==> src/rtl/payment_pkg.sv <==
// Shared types and constants for the payment controller: FSM state encoding,
// coin_sel encodings and the face value of each coin denomination.
package payment_pkg;

  // Order lifecycle states.
  typedef enum logic [2:0] {
    ST_IDLE     = 3'd0,
    ST_COLLECT  = 3'd1,
    ST_DISPENSE = 3'd2,
    ST_CHANGE   = 3'd3,
    ST_REFUND   = 3'd4
  } state_e;

  // coin_sel encodings.
  localparam logic [1:0] COIN_SEL_1  = 2'b00;
  localparam logic [1:0] COIN_SEL_5  = 2'b01;
  localparam logic [1:0] COIN_SEL_10 = 2'b10;
  localparam logic [1:0] COIN_SEL_20 = 2'b11;

  // Face value of each denomination.
  localparam int unsigned COIN_VAL_1  = 1;
  localparam int unsigned COIN_VAL_5  = 5;
  localparam int unsigned COIN_VAL_10 = 10;
  localparam int unsigned COIN_VAL_20 = 20;

endpackage

==> src/rtl/payment_ctrl_coin_decoder.sv <==
// Combinational coin decoder: maps a 2-bit coin_sel to its DW-bit money value.
module coin_decoder
  import payment_pkg::*;
#(
  parameter int DW = 8
) (
  input  logic [1:0]    coin_sel_i,
  output logic [DW-1:0] value_o
);

  // Denomination lookup.
  always_comb begin
    // NOTE: the output gets a default before the case so no latch is inferred.
    value_o = '0;
    case (coin_sel_i)
      COIN_SEL_1:  value_o = DW'(COIN_VAL_1);
      COIN_SEL_5:  value_o = DW'(COIN_VAL_5);
      COIN_SEL_10: value_o = DW'(COIN_VAL_10);
      COIN_SEL_20: value_o = DW'(COIN_VAL_20);
      default:     value_o = '0;
    endcase
  end

endmodule

==> src/rtl/payment_ctrl.sv <==
// Payment controller: opens an order on start, collects coins until the price
// is covered, issues one ticket_pulse per ticket, then closes the order with
// change (or refunds everything paid when the customer cancels).
module payment_ctrl
  import payment_pkg::*;
#(
  parameter int DW = 8
) (
  input  logic          clk,
  input  logic          rst_n,
  input  logic [DW-1:0] total,
  input  logic [DW-1:0] ticket,
  input  logic          start,
  input  logic          coin_valid,
  input  logic [1:0]    coin_sel,
  input  logic          cancel,
  output logic          busy,
  output logic [DW-1:0] paid,
  output logic          coin_reject,
  output logic          ticket_pulse,
  output logic [DW-1:0] change,
  output logic          done,
  output logic          refund
);

  localparam logic [DW-1:0] ONE = DW'(1);

  state_e        state_q, state_d;
  logic [DW-1:0] total_q, total_d;
  logic [DW-1:0] ticket_q, ticket_d;
  logic [DW-1:0] cnt_q, cnt_d;
  logic [DW-1:0] paid_q, paid_d;
  logic [DW-1:0] change_q, change_d;
  logic          coin_reject_q, coin_reject_d;
  logic          done_q, done_d;
  logic          refund_q, refund_d;

  logic [DW-1:0] coin_value;
  logic [DW:0]   coin_sum;
  logic          coin_fits;

  coin_decoder #(.DW(DW)) u_coin_decoder (
    .coin_sel_i (coin_sel),
    .value_o    (coin_value)
  );

  // The extra carry bit tells whether paid + coin still fits in DW bits.
  assign coin_sum  = {1'b0, paid_q} + {1'b0, coin_value};
  assign coin_fits = ~coin_sum[DW];

  // Next-state and next-output logic for the order FSM.
  always_comb begin
    state_d       = state_q;
    total_d       = total_q;
    ticket_d      = ticket_q;
    cnt_d         = cnt_q;
    paid_d        = paid_q;
    change_d      = change_q;
    // Any presented coin bounces unless COLLECT explicitly accepts it below.
    coin_reject_d = coin_valid;
    done_d        = 1'b0;
    refund_d      = 1'b0;

    case (state_q)
      ST_IDLE: begin
        // paid stays visible during the done cycle and clears one edge later.
        if (done_q) paid_d = '0;
        if (start && (total != '0) && (ticket != '0)) begin
          total_d  = total;
          ticket_d = ticket;
          paid_d   = '0;
          change_d = '0;
          cnt_d    = '0;
          state_d  = ST_COLLECT;
        end
      end

      ST_COLLECT: begin
        if (cancel) begin
          state_d = ST_REFUND;
        end else begin
          if (coin_valid && coin_fits) begin
            paid_d        = coin_sum[DW-1:0];
            coin_reject_d = 1'b0;
          end
          // Threshold uses the registered sum; a coin this cycle still counts.
          if (paid_q >= total_q) state_d = ST_DISPENSE;
        end
      end

      ST_DISPENSE: begin
        if (cnt_q == ticket_q - ONE) begin
          cnt_d   = '0;
          state_d = ST_CHANGE;
        end else begin
          cnt_d = cnt_q + ONE;
        end
      end

      ST_CHANGE: begin
        change_d = paid_q - total_q;
        done_d   = 1'b1;
        state_d  = ST_IDLE;
      end

      ST_REFUND: begin
        change_d = paid_q;
        done_d   = 1'b1;
        refund_d = 1'b1;
        state_d  = ST_IDLE;
      end

      default: state_d = ST_IDLE;
    endcase
  end

  // State and datapath registers; reset aborts any order silently.
  always_ff @(posedge clk or negedge rst_n) begin
    if (!rst_n) begin
      state_q       <= ST_IDLE;
      total_q       <= '0;
      ticket_q      <= '0;
      cnt_q         <= '0;
      paid_q        <= '0;
      change_q      <= '0;
      coin_reject_q <= 1'b0;
      done_q        <= 1'b0;
      refund_q      <= 1'b0;
    end else begin
      // NOTE: non-blocking assignments so every register samples pre-edge values.
      state_q       <= state_d;
      total_q       <= total_d;
      ticket_q      <= ticket_d;
      cnt_q         <= cnt_d;
      paid_q        <= paid_d;
      change_q      <= change_d;
      coin_reject_q <= coin_reject_d;
      done_q        <= done_d;
      refund_q      <= refund_d;
    end
  end

  assign busy         = (state_q != ST_IDLE);
  assign ticket_pulse = (state_q == ST_DISPENSE);
  assign paid         = paid_q;
  assign change       = change_q;
  assign coin_reject  = coin_reject_q;
  assign done         = done_q;
  assign refund       = refund_q;

endmodule

==> config.mk <==
export PLATFORM = sky130hd
export DESIGN_NAME = payment_ctrl
export DESIGN_NICKNAME = d
export VERILOG_FILES = /design/src/rtl/payment_pkg.sv /design/src/rtl/payment_ctrl_coin_decoder.sv /design/src/rtl/payment_ctrl.sv
export SDC_FILE = /design/constraint.sdc
export NUM_CORES = 1
export LEC_CHECK = 0
export BUFFER_PORTS_ARGS = -buffer_cell sky130_fd_sc_hd__buf_2
export CAP_MARGIN = 0
export CORE_MARGIN = 1.5
export CORE_UTILIZATION = 56
export CTS_CLUSTER_SIZE = 16
export DETAILED_ROUTE_END_ITERATION = 10
export PLACE_DENSITY_LB_ADDON = 0.12
export SKIP_LAST_GASP = 1
export SLEW_MARGIN = 25
export SYNTH_ARGS = -nofsm -noshare
export SYNTH_HDL_FRONTEND = slang
export SYNTH_SLANG_ARGS = --single-unit
==> constraint.sdc <==
create_clock -name clk -period 2.6 [get_ports clk]
set_input_delay 0.52 -clock clk [delete_from_list [all_inputs] [get_ports clk]]
set_output_delay 0.52 -clock clk [all_outputs]
set_load 0.005 [all_outputs]
# Yosys cells after proc, flatten, opt, wreduce, memory -nomap -nowiden
# Index checks and enable logic that the tools add are counted.
totals:
  regBits: 46
  output_inout_bits: 21
  in_bits: 23
classes:
  magnitude_cmp: 1
  add_sub_neg: 4
  n_mux: 20
  bitwise_logic: 1
  n_eq_ne: 14
  reduce_logical: 17
op_table:
  columns: ["operator", "count"]
  rows:
  - ["$mux W8", 6]
  - ["$pmux W8 S2", 2]
  - ["$pmux W8 S4", 1]
  - ["$pmux W8 S3", 1]
  - ["$reduce_bool A8 Y1", 2]
  - ["$mux W3", 4]
  - ["$add A8 B8 Y9", 1]
  - ["$pmux W3 S3", 1]
  - ["$add A8 B1 Y8 const B", 1]
  - ["$eq A8 B8 Y1", 1]
  - ["$ge A8 B8 Y1", 1]
  - ["$sub A8 B1 Y8 const B", 1]
  - ["$sub A8 B8 Y8", 1]
  - ["$eq A3 B2 Y1 const B", 2]
  - ["$ne A2 B2 Y1 const B", 3]
  - ["$ne A3 B3 Y1 const B", 2]
  - ["$reduce_and A2 Y1", 3]
  - ["$reduce_bool A3 Y1", 2]
  - ["$mux W1", 5]
  - ["$eq A2 B2 Y1 const B", 2]
  - ["$reduce_and A4 Y1", 1]
  - ["$reduce_bool A2 Y1", 2]
  - ["$eq A3 B1 Y1 const B", 1]
  - ["$eq A3 B3 Y1 const B", 1]
  - ["other kinds (8)", 10]

# Depth between registers and ports, before layout
# Gate-level depths: netlist of run 1.
depth:
  ltp_word: 8
  mapped_depth: 9
  depth_no_buf: 9

# Cells and area by module
# A second synthesis of run 1 with hierarchy kept.
hier_totals:
  hier_cells: 300
  hier_area_um2: 2979.1
by_module_without_submodules:
  columns: ["module", "n_inst", "cells_each", "area_each_um2"]
  rows:
  - ["payment_ctrl", 1, 291, 2925.3]
  - ["coin_decoder", 1, 9, 53.8]

# Least setup slack after synthesis of run 1
# Ideal clock, no wire load.
synth_timing:
  path_kind: "input to register"
  from: "input coin_sel[1]"
  to: "register paid_q[5], in the netlist paid[5]"
  path_buffers: 0
  t_arrival_ns: 2.394
  path_slack_ns: 0.140
  path_stages: 9
  path_cell_list: "inv_1 > ha_1 > fa_1 > a21o_1 > a21o_2 > a21oi_4 > o211ai_4 > or4b_1 > nand2_1"
synth_via:
  elab_chain_cells: 7
  word_cells_on_any_way: 13
  classes_between: "1 x add/sub; 4 x eq/ne; 4 x mux; 1 x bitwise; 3 x reduce/logical"
synth_rtl:
  columns: ["element", "line_no", "text"]
  rows:
  - ["start, declared", "payment_ctrl.sv:15", "input logic [1:0] coin_sel,"]
  - ["$eq A2 B2 Y1 (tied with other cells)", "payment_ctrl_coin_decoder.sv:15", "case (coin_sel_i)"]
  - ["$pmux W8 S4 *", "payment_ctrl_coin_decoder.sv:15", null]
  - ["$add A8 B8 Y9 *", "payment_ctrl.sv:48", "assign coin_sum = {1'b0, paid_q} + {1'b0, coin_value};"]
  - ["$not A1 Y1", "payment_ctrl.sv:49", "assign coin_fits = ~coin_sum[DW];"]
  - ["$logic_and A1 B1 Y1", "payment_ctrl.sv:82", "if (coin_valid && coin_fits) begin"]
  - ["$ne A2 B2 Y1 (no source line)", null, null]
  - ["$reduce_and A4 Y1 (no source line)", null, null]
  - ["end signal, assigned", "payment_ctrl.sv:135", "paid_q <= paid_d;"]
  - ["end, declared", "payment_ctrl.sv:32", "logic [DW-1:0] paid_q, paid_d;"]
# Mark *: on every way between the ends. The rest lies on a longest branch, timed or not. The select of a mux whose other input is x is not followed.
# A chain may end at the register's enable or synchronous reset.

# Final worst setup path of run 1
layout_timing:
  from: "register paid_q[0], in the netlist paid[0]"
  to: "register paid_q[5], in the netlist paid[5]"
layout_via:
  elab_chain_cells: 5
  word_cells_on_any_way: 8
  classes_between: "1 x add/sub; 1 x eq/ne; 3 x mux; 1 x bitwise; 2 x reduce/logical"
layout_rtl:
  columns: ["element", "line_no"]
  rows:
  - ["$add A8 B8 Y9 *", "payment_ctrl.sv:48"]
  - ["$not A1 Y1", "payment_ctrl.sv:49"]
  - ["$logic_and A1 B1 Y1", "payment_ctrl.sv:82"]
  - ["$ne A2 B2 Y1 (no source line)", null]
  - ["$reduce_and A4 Y1 (no source line)", null]
# Marks and branches as above.

==> out/metrics.cfg, run 1 <==
[outcome]
outcome=finished, final reports clean

[global_route]
grt_pass1_wl_um=10100
grt_use_met3=0.0434
first_global_vias=2081
grt-ovfl-total=0
track_usage=0.241
busiest_layer=met1
antenna_found_initial=0
grt_max_degree=19
gr-usage-met1=0.364
gr-usage-met2=0.354

[worst_setup_path]
rrSetupSlack_ns=0.15
r2r.worst_path.cells=8
critPathLaunch=paid[0]
r2r_start=paid[0]
required_ns=2.84
crit_type=register to register
crit_path_max_fanout=7
timing.rr.end=paid[5]
worstPathArrival_ns=2.69
start_kind=register
critPathCaptureType=register

[synthesis]
synth_ff_type=dfrtp_1
synth_nets=316
yosysUniqueCellTypes=61
syn_area_per_cell_um2=10.3
yosysWarnings=0
synth-seq-area-share=0.405
yosys.area.top_type=dfrtp_1
synth_area_leaders=dfrtp_1 40%, mux2_2 7.5%, ha_1 6.6%
synth-seq-cells=46
syn_area_um2=2840
synth_top_area_frac=0.405
syn-instance-count=276
async_reset_ff_frac=1.00
synth_edf_count=0

[drt]
dr.first_iter.drc_count=132
routedWlPerCell_um=15.3
detail_route.vias_per_cell=5.64
drcViolationCount=0
ant_nets=0
drt-pass1-iter-count=4
wl_um=6090
routed-via-count=2251

[cts]
cts_root_buf=clkbuf_8
cts.repair.resized=0
cts_buffers=5
cts.sinks=46
clk_latency_ns=0.30
clk_path_buf_depth=2
cts_setup_buffers=0
cts_hold_buffers=0
cts_max_level=2
path_clk_slew_ns=0.09
cts_tree=yes

[floorplanning]
fp.dieH_um=74.3
ios=44
core_um2=4820
start_util=0.590
core.rowCount=25
die-width_um=74.3
die-area_um2=5520

[sta]
setup_viol=0
timing.final.crit_share=0.941
rsz0062_at_grt=no
hold_violations=0
fin_crit_ns=2.45
relSlewSlack=0.678
worst_slew_pin_slew_ns=0.478
layout_setup_ws_ns=0.154
fin_tns_setup_ns=0
finClkSkew_ns=0.00633
slew_viol_final=0
timing.fmax_mhz=409

[power]
power.density_nw_per_um2=1090
p_clk_frac=0.146
swShare=0.404
power_frac_comb=0.511
p_leak_nw=1.62
ir_worst_vdd_uv=564
switchingPower_mw=1.45
seqPwrFrac=0.343
p_int_mw=2.14

[cells_and_area]
drive_gt1_frac=0.280
final_common_cell=dfrtp_1
area_delta_synth_final_pct=16.4
nets=371
n_antenna_cell=0
final_cell_mix=46 x dfrtp_1, 43 x buf_2, 23 x inv_1, 21 x nor2_1

[placed_design]
io_buffers=43
routabilityCongestion=0.826
hpwl_um=4760
pre_cts_slack_ns=-0.0491

[min_path]
hold_path.class=input pin to async pin

[run]
maxCapViolCount=0

-- worst max-delay path: stages, from the launching register on --
cell	delay, ns
dfrtp_1	0.42
ha_1	0.24
fa_1	0.39
a21o_1	0.18
a21o_2	0.24
a21oi_4	0.19
o211ai_4	0.14
or4b_1	0.51
nand2_1	0.08
-- power by group through the flow --
stage	clock [mW]	combinational (mW)	sequential, mW
after global routing	0.575	2.04	1.27
after CTS	0.543	1.84	1.23
after detailed placement	0	1.83	1.24
after global placement	0	1.77	1.23
final	0.526	1.84	1.23
after floorplan	0	1.35	1.19
-- cell type report --
| class | instances | area [um^2] |
|---|---|---|
| Inverter | 23 | 86.3 |
| Timing Repair Buffer | 52 | 295 |
| Tap cell | 67 | 83.8 |
| Multi-Input combinational cell | 203 | 1580 |
| Clock buffer | 6 | 72.6 |
| Fill cell | 421 | 1510 |
| Sequential cell | 46 | 1150 |
| Clock inverter | 2 | 37.5 |
-- layer usage --
layer | vias to the layer above | wire length (um)
li1 | 1104 | -
met1 | 1092 | 2950
met2 | 47 | 2850
met3 | 8 | 218
met4 | 0 | 70
met5 | - | 0
-- state kept, by name (all words and copies together), names as in the netlist --
signal,flops
done,1
ticket_q,8
coin_reject,1
refund,1
paid,8
change,8
total_q,8
state_q,3
cnt_q,8
-- worst max path at each step --
stage / end / depth (start not counted)
final: paid[5] / 8
after global placement: paid[6] / 10
after CTS: paid[6] / 8
after global routing: paid[5] / 8
after floorplan: paid[5] / 9
after detailed placement: paid[5] / 10
-- metrics by stage --
stage                     cells  total power, mW   util  hold WS [ns]  area, um^2
final                       399             3.60  0.687         0.144        3310
after global routing        399             3.89  0.687         0.161        3310
after CTS                   399             3.62  0.687         0.151        3310
after detailed placement    391             3.07  0.664         0.485        3200
after global placement      391             3.00  0.664         0.479        3200
after floorplan             276             2.54      -         0.224        2840
-- synthesized netlist by cell type, drive strengths merged (2+ instances only) --
cell type,n
xnor2,13
xor2,4
nor2,22
or4b,2
a21oi,7
a31oi,2
nor4,5
nand3,6
nor3b,6
nor2b,4
or2,2
a221o,6
o21ai,11
dfrtp,46
o311ai,2
and3,3
mux2i,2
nand3b,2
and2,3
or3,2
o21a,3
inv,23
ha,15
o211ai,4
a22oi,2
clkbuf,2
nand2b,5
o31ai,3
a21o,5
mux2,19
o22ai,2
nand4,3
a2111oi,2
fa,2
buf,2
nor3,7
nand2,19
-- cell families (layout without fill, tap and decap cells) --
family | count (synthesis) | count (layout) | share of synthesized area
flip-flops | 46 | 46 | 0.405
XOR/XNOR | 17 | 17 | 0.0524
adder cells (fa/ha/maj) | 17 | 17 | 0.0801
AO/OA/AOI/OAI | 55 | 55 | 0.158
multiplexers | 21 | 21 | 0.0823
AND/OR/NAND/NOR | 93 | 93 | 0.184
buffers and inverters | 27 | 83 | 0.0387
(Power assumes the default switching activity.)
==> run 2, diff against run 1 <==
--- a/config.mk
+++ b/config.mk
@@ -9,4 +9,6 @@
 export CAP_MARGIN = 0
+export CELL_PAD_IN_SITES_DETAIL_PLACEMENT = 0
+export CELL_PAD_IN_SITES_GLOBAL_PLACEMENT = 1
 export CORE_MARGIN = 1.5
-export CORE_UTILIZATION = 56
+export CORE_UTILIZATION = 44
 export CTS_CLUSTER_SIZE = 16
==> constraint.sdc (replaced) <==
create_clock -name clk -period 2.6 [get_ports clk]
set_input_delay 0.13 -clock clk [delete_from_list [all_inputs] [get_ports clk]]
set_output_delay 0.13 -clock clk [all_outputs]
set_load 0.005 [all_outputs]
==> out/metrics.cfg, run 2 (same netlist as run 1, synthesis figures left out) <==
[sta]
worst_slew_pin_slew_ns=0.588  ; +0.110 ns
hold_ws_ns=0.0851  ; -0.0589 ns
hold_violations=0  ; unchanged
timing.final.crit_share=0.954  ; +0.0128
fin_tns_setup_ns=0  ; unchanged
relSlewSlack=0.608  ; -0.0704
fin_crit_ns=2.48  ; +0.0333 ns
setup_viol=0  ; unchanged
rsz0062_at_grt=no
slew_viol_final=0  ; unchanged
finClkSkew_ns=0.00256  ; -0.00376 ns
timing.fmax_mhz=403  ; -1.3%

[cells_and_area]
fin_util=0.527  ; -0.160
nets=368  ; -0.81%
final_cell_mix=46 x dfrtp_1, 42 x buf_2, 23 x inv_1, 21 x nor2_1, 19 x mux2_2
stdcell_count=406  ; +1.8%
n_antenna_cell=0  ; unchanged
final_common_cell=dfrtp_1
area_delta_synth_final_pct=17.0
fill_cells=589  ; +40%
drive_gt1_frac=0.277  ; -0.00352

[placed_design]
io_buffers=43  ; unchanged
place_inst=397  ; +1.5%
hpwl_um=4740  ; -0.44%
routabilityCongestion=0.779  ; -5.7%

[cts]
clk_latency_ns=0.29  ; about the same
cts.sinks=46  ; unchanged
cts_root_buf=clkbuf_8
clk_path_buf_depth=2  ; unchanged
cts_setup_buffers=0  ; unchanged
cts_tree=yes
cts_max_level=2  ; unchanged
path_clk_slew_ns=0.08  ; about the same
cts_buffers=5  ; unchanged

[floorplanning]
ios=44  ; unchanged
die-width_um=83.4  ; +12%
core.rowCount=29  ; +16%
core_um2=6310  ; +31%
die-area_um2=6950  ; +26%
fp.dieH_um=83.4  ; +12%
start_util=0.450  ; -0.140

[min_path]
hold_depth=2
min_from=ticket[3]
hold_path.class=input pin to register
hold_end=ticket_q[3]

[power]
power.density_nw_per_um2=1100  ; +1.5%
ir_worst_vdd_uv=652  ; +16%
totalPowerFinal_mw=3.67  ; +2.0%
p_leak_nw=1.62  ; about the same

[drt]
drcViolationCount=0  ; unchanged
routed-via-count=2176  ; -3.3%
routedWlPerCell_um=14.8  ; -2.8%
dr.first_iter.drc_count=82  ; -38%
detail_route.vias_per_cell=5.36  ; -5.0%
ant_nets=0  ; unchanged
wl_um=6020  ; -1.1%
drt-pass1-iter-count=4  ; unchanged

[global_route]
first_global_vias=2092  ; +0.53%
grt-ovfl-total=0  ; unchanged
grt_max_degree=47  ; +28
grt_pass1_wl_um=10300  ; +2.1%
track_usage=0.185  ; -0.0563
antenna_found_initial=0  ; unchanged

[run]
maxCapViolCount=0  ; unchanged

[worst_setup_path]
start_kind=register
crit_path_max_fanout=8  ; +1
worstPathArrival_ns=2.71  ; +0.02 ns
timing.rr.end=paid[5]
r2r_start=paid[0]
rrSetupSlack_ns=0.12  ; -0.03 ns
required_ns=2.83  ; about the same
critPathCaptureType=register
crit_type=register to register
r2r.worst_path.cells=8  ; unchanged

[outcome]
outcome=finished, final reports clean

## run 2: worst max-delay path, stage by stage, from the launching register on
cell	delay [ns]
dfrtp_1	0.41
ha_1	0.24
fa_1	0.40
a21o_1	0.19
a21o_2	0.24
a21oi_4	0.20
o211ai_4	0.15
or4b_1	0.52
nand2_1	0.08
## run 2: worst max path at each step
stage,slack [ns],start,to
2_1_floorplan,0.26,paid[0],paid[5]
3_3_place_gp,0.17,paid[0],paid[2]
3_5_place_dp,0.1,paid[0],paid[3]
4_1_cts,0.08,paid[0],paid[2]
5_1_grt,0.02,paid[0],paid[5]
6_report,0.12,paid[0],paid[5]
## run 2: per-stage QoR
stage	cell area [um^2]	setup WS, ns
after floorplan	2840	0.261
after global placement	3170	0.174
after detailed placement	3170	0.0956
after CTS	3320	0.0819
after global routing	3330	0.0166
final	3330	0.121
## run 2: power by group
| part | total [mW] | switching (mW) | internal, mW |
|---|---|---|---|
| Clock | 0.645 | 0.235 | 0.410 |
| Combinational | 1.80 | 0.938 | 0.858 |
| Sequential | 1.23 | 0.258 | 0.970 |
| Total | 3.67 | 1.43 | 2.24 |
## run 2: final cells by class
| type | count | area [um^2] | share of cell area |
|---|---|---|---|
| tap | 77 | 96.3 | 0.0290 |
| inverter | 23 | 86.3 | 0.0259 |
| clock inverter | 2 | 60.1 | 0.0181 |
| timing repair buffer | 49 | 265 | 0.0797 |
| sequential | 46 | 1150 | 0.346 |
| clock buffer | 6 | 82.6 | 0.0248 |
| multi-input combinational | 203 | 1590 | 0.476 |
## run 2: what timing repair did
action / 4_1_cts / 5_1_grt
endpoints found under the hold margin: 46 / 0
endpoints found under the setup margin: 0 / 3
hold buffers: 1 / 0
gates resized for setup: 0 / 1
## run 2: routing by layer
metal / share of wire / vias to the layer above / wire length [um] / global-route usage
li1: - / 1091 / - / -
met1: 0.52 / 1039 / 3130 / 0.287
met2: 0.44 / 42 / 2620 / 0.267
met3: 0.038 / 4 / 230 / 0.0348
met4: 0.0065 / 0 / 39 / 0.0409
met5: 0 / - / 0 / 0
==> run 3, diff against run 2 <==
- ABC_AREA: not set -> 1
- CORE_UTILIZATION: 44 -> 42
- CTS_BUF_LIST: not set -> sky130_fd_sc_hd__clkbuf_16
==> out/metrics.cfg, run 3 <==
[drt]
wl_um=6950  ; +15%
drcViolationCount=0  ; unchanged
routedWlPerCell_um=12.6  ; -15%
wl_met2_um=2810  ; +7.1%
dr_wl_met3_um=284  ; +23%
dr.first_iter.drc_count=97  ; +18%
routed-via-count=2650  ; +22%
ant_nets=0  ; unchanged
detail_route.vias_per_cell=4.79  ; -11%
drt-met1-wl_um=3770  ; +20%
drt-pass1-iter-count=4  ; unchanged
top_layer_used=met4

[sta]
hold_ws_ns=0.0433  ; -0.0418 ns
fin_crit_ns=2.09  ; -0.393 ns
finClkSkew_ns=0.00226  ; -0.000306 ns
timing.final.crit_share=0.802  ; -0.151
slew_viol_final=0  ; unchanged
worst_slew_pin_slew_ns=0.601  ; +0.0129 ns
timing.fmax_mhz=479  ; +19%
setup_viol=0  ; unchanged
fin_tns_setup_ns=0  ; unchanged
rsz0062_at_grt=no
relSlewSlack=0.599  ; -0.00858
hold_violations=0  ; unchanged

[cts]
path_clk_slew_ns=0.06  ; -0.02 ns
clk_path_buf_depth=2  ; unchanged
cts_hold_buffers=1  ; unchanged
clk_latency_ns=0.28  ; about the same
cts.repair.resized=0  ; unchanged
cts.sinks=46  ; unchanged
cts_setup_buffers=0  ; unchanged
cts_buffers=5  ; unchanged
cts_root_buf=clkbuf_16
cts_max_level=2  ; unchanged
cts_tree=yes

[power]
p_leak_nw=1.93  ; +19%
ir_worst_vdd_uv=344  ; -47%
power.density_nw_per_um2=1080  ; -2.2%
totalPowerFinal_mw=3.75  ; +2.3%

[synthesis]
synth-seq-cells=46  ; unchanged
synth_ff_type=dfrtp_1
synth_area_leaders=dfrtp_1 38%, nand2_1 15%, inv_1 7.4%
yosysUniqueCellTypes=33  ; -46%
yosys.area.top_type=dfrtp_1
yosysWarnings=0  ; unchanged
yosysMostFrequentCell=nand2_1
synth_edf_count=0  ; unchanged
async_reset_ff_frac=1.00  ; unchanged
synth-seq-area-share=0.383  ; -0.0219
synth_nets=448  ; +42%
syn-instance-count=408  ; +48%
synth_top_area_frac=0.383  ; -0.0219
syn_area_per_cell_um2=7.37  ; -28%
syn_area_um2=3010  ; +5.7%
netlist_top_cells_count=120 x nand2_1, 59 x inv_1, 46 x dfrtp_1

[floorplanning]
die-area_um2=7680  ; +10%
core.rowCount=30  ; +3.4%
ios=44  ; unchanged
start_util=0.438  ; -0.0128
core_um2=6870  ; +8.8%
fp.dieH_um=87.6  ; +5.1%
die-width_um=87.6  ; +5.1%

[global_route]
grt-ovfl-total=0  ; unchanged
grt_max_degree=47  ; unchanged
antenna_found_initial=0  ; unchanged
grt_pass1_wl_um=11600  ; +12%
first_global_vias=2368  ; +13%
track_usage=0.196  ; +0.0109

[worst_setup_path]
critPathCaptureType=register
r2r_start=paid[0]
path_delay_family=simple AND/OR/NAND/NOR gates
cp_cell_sequence=ha_1 > fa_1 > nand3_1 > nand2_1 > nand3_1 > nand3b_4 > nand2_2 > nand3_4 > nand2_1 > o21ai_2
start_kind=register
required_ns=2.77  ; -0.06 ns
critPathLaunch=paid[0]
cp_slowest_cell=dfrtp_1
slowest_delay_ns=0.41  ; -0.11 ns
crit_type=register to register
crit_path_max_fanout=16  ; +8
worstPathArrival_ns=2.26  ; -0.45 ns
cp_num_buf_inv=0  ; unchanged

[cells_and_area]
nets=497  ; +35%
design_area_um2=3480  ; +4.6%
final_common_cell=nand2_1
final_cell_mix=120 x nand2_1, 61 x inv_1, 46 x dfrtp_1, 42 x buf_2, 34 x nor2_1
area_delta_synth_final_pct=15.8
drive_gt1_frac=0.164  ; -0.112
n_antenna_cell=0  ; unchanged

[run]
maxCapViolCount=0  ; unchanged

[min_path]
hold_path.class=input pin to register
min_from=coin_valid

[placed_design]
io_buffers=43  ; unchanged
postPlaceCellArea_um2=3340  ; +5.2%
routabilityCongestion=0.885  ; +14%
hpwl_um=5340  ; +13%

[outcome]
outcome=finished, final reports clean

## run 3: cell types whose count changed after synthesis, sizes merged, moves of 10 or more
cell	delta
nor2	+12
mux2	-19
nand3	+29
xnor2	-10
inv	+37
o21ai	+21
nand2	+105
## run 3: worst paths after layout
| check | to | slack, ns | cells past startpoint |
|---|---|---|---|
| worst max-delay path | paid[0] | 0.51 | 10 |
| worst min-delay path | coin_reject | 0.04 | 3 |
| max in group asynchronous | ticket_q[3] | 1.79 | 2 |
| worst min register to register | change[3] | 0.46 | 2 |
| worst max register to register | paid[0] | 0.51 | 10 |
| min in group asynchronous | change[5] | 0.39 | 2 |
## run 3: per-stage QoR
| step | std cells | setup WS, ns | utilization |
|---|---|---|---|
| 2_1_floorplan | 408 | 0.675 | - |
| 3_3_place_gp | 545 | 0.585 | 0.486 |
| 3_5_place_dp | 545 | 0.524 | 0.486 |
| 4_1_cts | 553 | 0.515 | 0.507 |
| 5_1_grt | 553 | 0.356 | 0.507 |
| 6_report | 553 | 0.514 | 0.507 |
## run 3: per-layer routing
metal,vias up,GRT usage
li1,1404,-
met1,1187,0.312
met2,52,0.269
met3,7,0.0292
met4,0,0.0606
met5,-,0
## run 3: where the power goes
| part | leakage [nW] | internal, mW | switching, mW |
|---|---|---|---|
| clock | 0.0723 | 0.344 | 0.258 |
| sequential | 0.592 | 0.998 | 0.233 |
| combinational | 1.26 | 0.732 | 1.19 |
## run 3: final cells by class
| cell class | count | area, um^2 |
|---|---|---|
| inverters | 61 | 230 |
| repair buffers | 48 | 258 |
| well taps | 96 | 120 |
| clock inverters | 2 | 7.51 |
| flip-flops and latches | 46 | 1150 |
| clock buffers | 5 | 125 |
| multi-input cells | 295 | 1590 |
| fillers | 717 | 3390 |
## run 3: logic make-up (layout without fill, tap and decap cells)
family,Yosys count,after routing,share of synthesized area
compound gates,53,53,0.105
xor+xnor,11,11,0.0320
fa+ha+maj,17,17,0.0757
buf+inv,67,116,0.0886
flops,46,46,0.383
simple gates,214,214,0.315
## run 3: worst register-to-register path, delay by kind of cell (launching register included)
kind                       cells  cell delay (ns)
AOI/OAI and AO/OA              1             0.06
adders and majority gates      2             0.65
DFF                            1             0.41
and+or+nand+nor                7             0.84
